===== src/rtl/data_mem_arbiter.sv =====
// Round-robin arbiter sharing one single-port data memory between
// the fetch port (0) and the load/store port (1), one access in flight.
module data_mem_arbiter #(
    parameter int ADDR_W  = 16,
    parameter int WORD_W  = 16,
    parameter int MEM_LAT = 1
) (
    input  logic              clk,
    input  logic              reset,
    input  logic              req0,
    input  logic              req1,
    input  logic              we0,
    input  logic              we1,
    input  logic [ADDR_W-1:0] addr0,
    input  logic [ADDR_W-1:0] addr1,
    input  logic [WORD_W-1:0] wdata0,
    input  logic [WORD_W-1:0] wdata1,
    output logic              gnt0,
    output logic              gnt1,
    output logic              done0,
    output logic              done1,
    output logic [WORD_W-1:0] rdata0,
    output logic [WORD_W-1:0] rdata1,
    output logic              mem_en,
    output logic              mem_we,
    output logic [ADDR_W-1:0] mem_addr,
    output logic [WORD_W-1:0] mem_wdata,
    input  logic [WORD_W-1:0] mem_rdata,
    output logic              busy
);

    typedef enum logic [1:0] {IDLE, ISSUE, WAIT, DONE} state_t;

    state_t     state;
    state_t     state_nxt;
    logic       sel;
    logic       last;
    logic       we_q;
    logic [2:0] cnt;
    logic       elig0;
    logic       elig1;
    logic       any_req;
    logic       win1;
    logic       arb;
    logic       rd_cap;

    // The port finishing in DONE is masked so a held req cannot re-win.
    always_comb begin
        elig0   = req0 && !(state == DONE && !sel);
        elig1   = req1 && !(state == DONE && sel);
        any_req = elig0 || elig1;
        win1    = elig1 && (!elig0 || !last);
        arb     = (state == IDLE || state == DONE) && any_req;
        rd_cap  = state == WAIT && cnt == 3'd0 && !we_q;
    end

    always_ff @(posedge clk or negedge reset) begin
        if (!reset) begin
            state <= IDLE;
        end else begin
            state <= state_nxt;
        end
    end

    always_comb begin
        state_nxt = state;
        unique case (state)
            IDLE:    if (any_req) state_nxt = ISSUE;
            ISSUE:   state_nxt = WAIT;
            WAIT:    if (cnt == 3'd0) state_nxt = DONE;
            DONE:    state_nxt = any_req ? ISSUE : IDLE;
            default: state_nxt = IDLE;
        endcase
    end

    always_comb begin
        mem_en = state == ISSUE;
        mem_we = mem_en && we_q;
        gnt0   = mem_en && !sel;
        gnt1   = mem_en && sel;
        done0  = state == DONE && !sel;
        done1  = state == DONE && sel;
        busy   = state != IDLE;
    end

    always_ff @(posedge clk or negedge reset) begin
        if (!reset) begin
            sel       <= 1'b0;
            last      <= 1'b1;
            we_q      <= 1'b0;
            cnt       <= 3'd0;
            mem_addr  <= '0;
            mem_wdata <= '0;
            rdata0    <= '0;
            rdata1    <= '0;
        end else begin
            if (arb) begin
                sel       <= win1;
                last      <= win1;
                we_q      <= win1 ? we1 : we0;
                mem_addr  <= win1 ? addr1 : addr0;
                mem_wdata <= win1 ? wdata1 : wdata0;
            end
            if (state == ISSUE) begin
                cnt <= 3'(MEM_LAT - 1);
            end else if (state == WAIT && cnt != 3'd0) begin
                cnt <= cnt - 3'd1;
            end
            if (rd_cap && !sel) rdata0 <= mem_rdata;
            if (rd_cap && sel)  rdata1 <= mem_rdata;
        end
    end

endmodule


===== config.mk =====
export PLATFORM = sky130hd
export DESIGN_NAME = data_mem_arbiter
export DESIGN_NICKNAME = d
export VERILOG_FILES = /design/src/rtl/data_mem_arbiter.sv
export SDC_FILE = /design/constraint.sdc
export NUM_CORES = 1
export LEC_CHECK = 0
export ABC_AREA = 1
export CAP_MARGIN = 15
export CORE_MARGIN = 2
export CORE_UTILIZATION = 40
export CTS_BUF_LIST = sky130_fd_sc_hd__clkbuf_4
export DETAILED_ROUTE_END_ITERATION = 6
export PLACE_DENSITY = 0.85
export SKIP_CTS_REPAIR_TIMING = 1
export SYNTH_ARGS = -nofsm -noshare
export SYNTH_HDL_FRONTEND = slang
export SYNTH_SLANG_ARGS = --single-unit

===== constraint.sdc =====
create_clock -name clk -period 1.85 [get_ports clk]
set_clock_uncertainty 0.05 [all_clocks]
set_input_delay 0.2775 -clock clk [delete_from_list [all_inputs] [get_ports clk]]
set_output_delay 0.2775 -clock clk [all_outputs]
set_load 0.005 [all_outputs]

==> results of run 1 <==
cells by family (layout without fill, tap and decap cells):
group,count (synthesis),in the layout,share of synthesized area (%)
compound gates,39,39,5.57
simple gates,228,228,30.6
flops,72,72,51.1
fa+ha+maj,6,6,2.13
buf+inv,85,249,10.5
per-layer routing:
layer	wire, microns	track usage [%]	vias up
met3	522	3.72	16
met1	3830	24.0	1568
met2	4880	34.3	113
met5	0	0	-
li1	-	-	1657
met4	170	6.94	0
final timing paths:
check | slack [ns] | to | startpoint
worst min register to register | 0.44 | mem_addr[2]$_DFFE_PN0P_ | mem_addr[2]$_DFFE_PN0P_
worst max register to register | 0.05 | mem_wdata[13]$_DFFE_PN0P_ | state[0]$_DFFE_PN0P_
min in group clk | 0.40 | rdata1[15]$_DFFE_PN0P_ | mem_rdata[15]
worst min-delay path | 0.32 | rdata0[7]$_DFFE_PN0P_ | reset
max in group asynchronous | 0.81 | last$_DFFE_PN1P_ | reset
worst max-delay path | 0.05 | mem_wdata[13]$_DFFE_PN0P_ | state[0]$_DFFE_PN0P_
power breakdown:
part	total [W]	switching [W]	internal, W
sequential	0.00283	0.000455	0.00237
combinational	0.00441	0.00211	0.00230
clock	0.00109	0.000535	0.000558
area by class of cell:
type | count | area, sq um | area share (%)
clock buffer | 10 | 75.1 | 1.37
clock inverter | 6 | 83.8 | 1.53
inverter | 64 | 248 | 4.53
multi-input combinational | 273 | 1390 | 25.5
sequential | 72 | 1800 | 33.0
tap | 108 | 135 | 2.47
timing repair buffer | 169 | 1730 | 31.6
through the flow:
stage,setup TNS [ns],worst slack (ns)
2_1_floorplan,0,0.385
3_3_place_gp,0,0.132
3_5_place_dp,0,0.0688
4_1_cts,-1.68,-0.359
5_1_grt,-0.161,-0.0319
6_report,0,0.0512
cell usage after synthesis (all sizes together) (4+ instances only):
| library cell | instances |
|---|---|
| nand3b | 33 |
| nand3 | 40 |
| ha | 6 |
| clkbuf | 4 |
| o21ai | 37 |
| nand2 | 152 |
| inv | 63 |
| dfrtp | 71 |
| buf | 17 |
registers in the layout (all words and copies together), names as in the netlist:
register	flops
state	2
sel	1
mem_wdata	16
rdata1	16
last	1
rdata0	16
mem_addr	16
we_q	1
cnt	3
worst max-delay path, cell delays in order (launching register included):
cell and delay (ns):
dfrtp_2 0.44, buf_4 0.15, ha_4 0.17, nand2_1 0.09, nand2_2 0.09, inv_2 0.21, buf_12 0.20, nand3b_1 0.11
nand3_1 0.12, nand2_1 0.07
cells in the final DEF, fill, tap and decap left out, drive strengths merged:
| master | synthesis | routed |
|---|---|---|
| nand2 | 152 | 152 |
| clkinv | 1 | 2 |
| o21ai | 37 | 37 |
| clkdlybuf4s50 | 0 | 148 |
| dfstp | 1 | 1 |
| nand3b | 33 | 33 |
| ha | 6 | 6 |
| nor3b | 1 | 1 |
| dlygate4sd3 | 0 | 1 |
| clkbuf | 4 | 10 |
| bufinv | 0 | 2 |
| nor2 | 1 | 1 |
| dfrtp | 71 | 71 |
| clkinvlp | 0 | 2 |
| a21oi | 1 | 1 |
| buf | 17 | 13 |
| o22ai | 1 | 1 |
| nand4 | 1 | 1 |
| dlymetal6s2s | 0 | 7 |
| inv | 63 | 64 |
| nand3 | 40 | 40 |
==> results.yml, run 1 <==
flow_run:
  maxCapViolations: 0
final_layout:
  final-instance-count-excl-fill: 702
  final_nets: 681
  diodes: 0
  layout.core_utilization_pct: 63.3
  syn_to_final_growth_pct: 55.0
  design_area_sq_um: 5470
  layout-drive-gt1-share_pct: 8.08
  fillers: 699
yosys:
  netlist_instances: 430
  synth_top_area_share_pct: 50.4
  yosysWarnings: 0
  synthTopCellsByArea: "dfrtp_1 (50%), nand2_1 (15%), nand3b_1 (7.0%), inv_1 (6.4%), nand3_1 (5.5%)"
  synth_fp_nets: 522
  netlist_area_sq_um: 3530
  ys.flop_type: "dfrtp_1"
  synth.distinct_cells: 23
  synth_area_leader_cell: "dfrtp_1"
  synth-edff-count: 0
  async_flop_share_pct: 100
  synth_seq_cells: 72
  yosysSeqAreaShare_pct: 51.1
  postSynthAreaPerCell_sq_um: 8.20
die:
  io_pins: 157
  die_area_sq_um: 9590
  row_count: 34
  coreArea_sq_um: 8640
  die_w_microns: 97.9
  start_util_pct: 40.8
  die_h_microns: 97.9
power:
  power_w: 0.00833
  leakagePower_nw: 2.79
  vdd_drop_max_uv: 710
  power_density_nw_per_um2: 1520
routing:
  drc: 0
  wl_per_cell_microns: 13.4
  routed_wl_microns: 9400
  first_iter_violations: 137
  drt_first_pass_iters: 4
  detail-route-antenna-nets: 0
  vias: 3354
  vias_per_cell: 4.78
worst_setup_path:
  start_kind: "flop"
  path_max_fanout: 24
  crit_required_ns: 2.07
  r2r_cells: 9
  endpoint_kind: "flop"
  path_class: "reg2reg"
  cp_data_arrival_time_ns: 2.02
placed_design:
  place_hpwl_microns: 7000
  port_buffers: 156
  gp_congestion: 0.852
  placed_area_sq_um: 5200
  placed_cells: 681
sta:
  setup_viol_count_final: 0
  timing.final.max_slew_violations: 0
  slew-limit-headroom_pct: 69.7
  hold_ws_ns: 0.319
  finalHoldViolations: 0
  period_share_pct: 97.2
  max_freq_mhz: 556
  worst_slew_pin_slew_ns: 0.455
  period_minus_slack_ns: 1.80
clocking:
  cts_tree: "yes"
  clock-sinks: 72
  clk_path_buf_depth: 2
  cts_max_level: 3
  ctsRootBufferMaster: "clkbuf_4"
  insertion_delay_ns: 0.38
  numCtsBuffers: 9
  clkTransAtPathRegs_ns: 0.12
global_routing:
  antenna_found_initial: 0
  grt_first_pass_wirelength_microns: 15500
  grt_max_degree: 38
  grt.overflow.total: 0
  first_global_vias: 3388
  grtUsageTotal_pct: 19.5
outcome:
  status: "complete, no violations"
hold_path:
  hold_class: "in2async"
(Power assumes the default switching activity.)
==> inputs of run 2 (changes only) <==
--- a/config.mk
+++ b/config.mk
@@ -9,7 +9,6 @@
 export CAP_MARGIN = 15
 export CORE_MARGIN = 2
 export CORE_UTILIZATION = 40
-export CTS_BUF_LIST = sky130_fd_sc_hd__clkbuf_4
 export DETAILED_ROUTE_END_ITERATION = 6
 export PLACE_DENSITY = 0.85
 export SKIP_CTS_REPAIR_TIMING = 1
==> results.yml, run 2 (synthesized netlist as in run 1, its figures left out) <==
outcome:
  status: "complete, no violations"
routing:
  detail-route-antenna-nets: 0
  vias: 3342
  first_iter_violations: 155
  vias_per_cell: 4.75
  drt_first_pass_iters: 4
  routed_wl_microns: 9490
  wl_per_cell_microns: 13.5
  drc: 0
die:
  io_pins: 157
  die_w_microns: 97.9
  coreArea_sq_um: 8640
  die_area_sq_um: 9590
  die_h_microns: 97.9
  row_count: 34
  start_util_pct: 40.8
power:
  seq_power_share_pct: 33.1
  power_w: 0.00862
  p_switching_w: 0.00313
  clock_power_share_pct: 15.8
  p_sw_share_pct: 36.3
  comb_power_share_pct: 51.2
  intPower_w: 0.00549
  power_density_nw_per_um2: 1560
  vdd_drop_max_uv: 652
  leakagePower_nw: 2.81
clocking:
  ctsRootBufferMaster: "clkbuf_8"
  cts_max_level: 3
  clkTransAtPathRegs_ns: 0.08
  cts_tree: "yes"
  clk_path_buf_depth: 2
  numCtsBuffers: 9
  clock-sinks: 72
  insertion_delay_ns: 0.33
sta:
  max_freq_mhz: 573
  period_minus_slack_ns: 1.74
  timing.final.max_slew_violations: 0
  finalHoldViolations: 0
  hold_ws_ns: 0.386
  worst_slew_pin_slew_ns: 0.456
  setup_viol_count_final: 0
  period_share_pct: 94.3
  slew-limit-headroom_pct: 69.6
worst_setup_path:
  r2r_cells: 9
  crit_required_ns: 2.01
  path_class: "reg2reg"
  path_max_fanout: 24
  start_kind: "flop"
  cp_data_arrival_time_ns: 1.90
  endpoint_kind: "flop"
global_routing:
  grtUsageTotal_pct: 19.7
  grt_first_pass_wirelength_microns: 15600
  grt.overflow.total: 0
  grt_max_degree: 38
  first_global_vias: 3386
  antenna_found_initial: 0
placed_design:
  place_hpwl_microns: 7000
  port_buffers: 156
  gp_congestion: 0.852
final_layout:
  syn_to_final_growth_pct: 56.9
  diodes: 0
  fillers: 701
  layout_commonest_cell: "clkdlybuf4s50_1"
  final_nets: 682
  layout-drive-gt1-share_pct: 8.57
  layout_common_cells: "clkdlybuf4s50_1 (148), nand2_1 (145), dfrtp_1 (69)"
hold_path:
  hold_class: "in2async"
flow_run:
  maxCapViolations: 0
## run 2: cell type report
cell class / count / area, sq um / area share, %
Inverter: 64 / 250 / 4.52
Tap cell: 108 / 135 / 2.44
Timing Repair Buffer: 170 / 1730 / 31.3
Multi-Input combinational cell: 273 / 1390 / 25.1
Clock inverter: 5 / 80.1 / 1.45
Clock buffer: 11 / 141 / 2.55
Sequential cell: 72 / 1810 / 32.6
## run 2: path summary, 6_finish.rpt
| kind | start | to | slack [ns] |
|---|---|---|---|
| hold / removal | reset | rdata0[7]$_DFFE_PN0P_ | 0.39 |
| max in group asynchronous | reset | last$_DFFE_PN1P_ | 0.74 |
| hold reg to reg | mem_addr[2]$_DFFE_PN0P_ | mem_addr[2]$_DFFE_PN0P_ | 0.43 |
| setup / recovery | state[0]$_DFFE_PN0P_ | mem_wdata[13]$_DFFE_PN0P_ | 0.11 |
| setup reg to reg | state[0]$_DFFE_PN0P_ | mem_wdata[13]$_DFFE_PN0P_ | 0.11 |
| min in group clk | mem_addr[2]$_DFFE_PN0P_ | mem_addr[2]$_DFFE_PN0P_ | 0.43 |
## run 2: routing by layer
layer | GRT usage, % | vias up | share of wire, %
met5 | 0 | - | 0
met4 | 6.41 | 0 | 1.6
met3 | 3.58 | 14 | 5.0
met2 | 34.9 | 103 | 53
met1 | 24.4 | 1570 | 41
li1 | - | 1655 | -
## run 2: metrics by stage
stage	cell area, sq um	util (%)	std cells	TNS [ns]	setup slack, ns
3_5_place_dp	5200	60.3	681	0	0.0688
6_report	5540	64.1	703	0	0.106
4_1_cts	5430	62.8	697	-1.07	-0.273
2_1_floorplan	3530	-	430	0	0.385
5_1_grt	5540	64.1	703	-0.000345	-0.000345
3_3_place_gp	5200	60.3	681	0	0.132
## run 2: worst max-delay path, cell delays in order (launching register included)
cell and delay (ns):
dfrtp_2 0.45, buf_4 0.15, ha_4 0.16, nand2_1 0.09, nand2_2 0.10, inv_4 0.16, buf_12 0.18, nand3b_1 0.10
nand3_1 0.12, nand2_1 0.07
## run 2: power by group through the flow
stage	Clock [W]	Combinational, W	Sequential, W
floorplan	0	0.00201	0.00286
global placement	0	0.00411	0.00283
detailed placement	0	0.00427	0.00285
CTS	0.00139	0.00428	0.00284
global route	0.00147	0.00488	0.00295
finish	0.00136	0.00441	0.00285
==> inputs of run 3 (changes only) <==
--- a/config.mk
+++ b/config.mk
@@ -6,12 +6,13 @@
 export NUM_CORES = 1
 export LEC_CHECK = 0
 export ABC_AREA = 1
-export CAP_MARGIN = 15
+export CAP_MARGIN = 20
 export CORE_MARGIN = 2
 export CORE_UTILIZATION = 40
 export DETAILED_ROUTE_END_ITERATION = 6
 export PLACE_DENSITY = 0.85
 export SKIP_CTS_REPAIR_TIMING = 1
+export SKIP_LAST_GASP = 1
 export SYNTH_ARGS = -nofsm -noshare
 export SYNTH_HDL_FRONTEND = slang
 export SYNTH_SLANG_ARGS = --single-unit
==> results of run 3 <==
The final DEF is identical to that of run 2; final timing and power are the same.
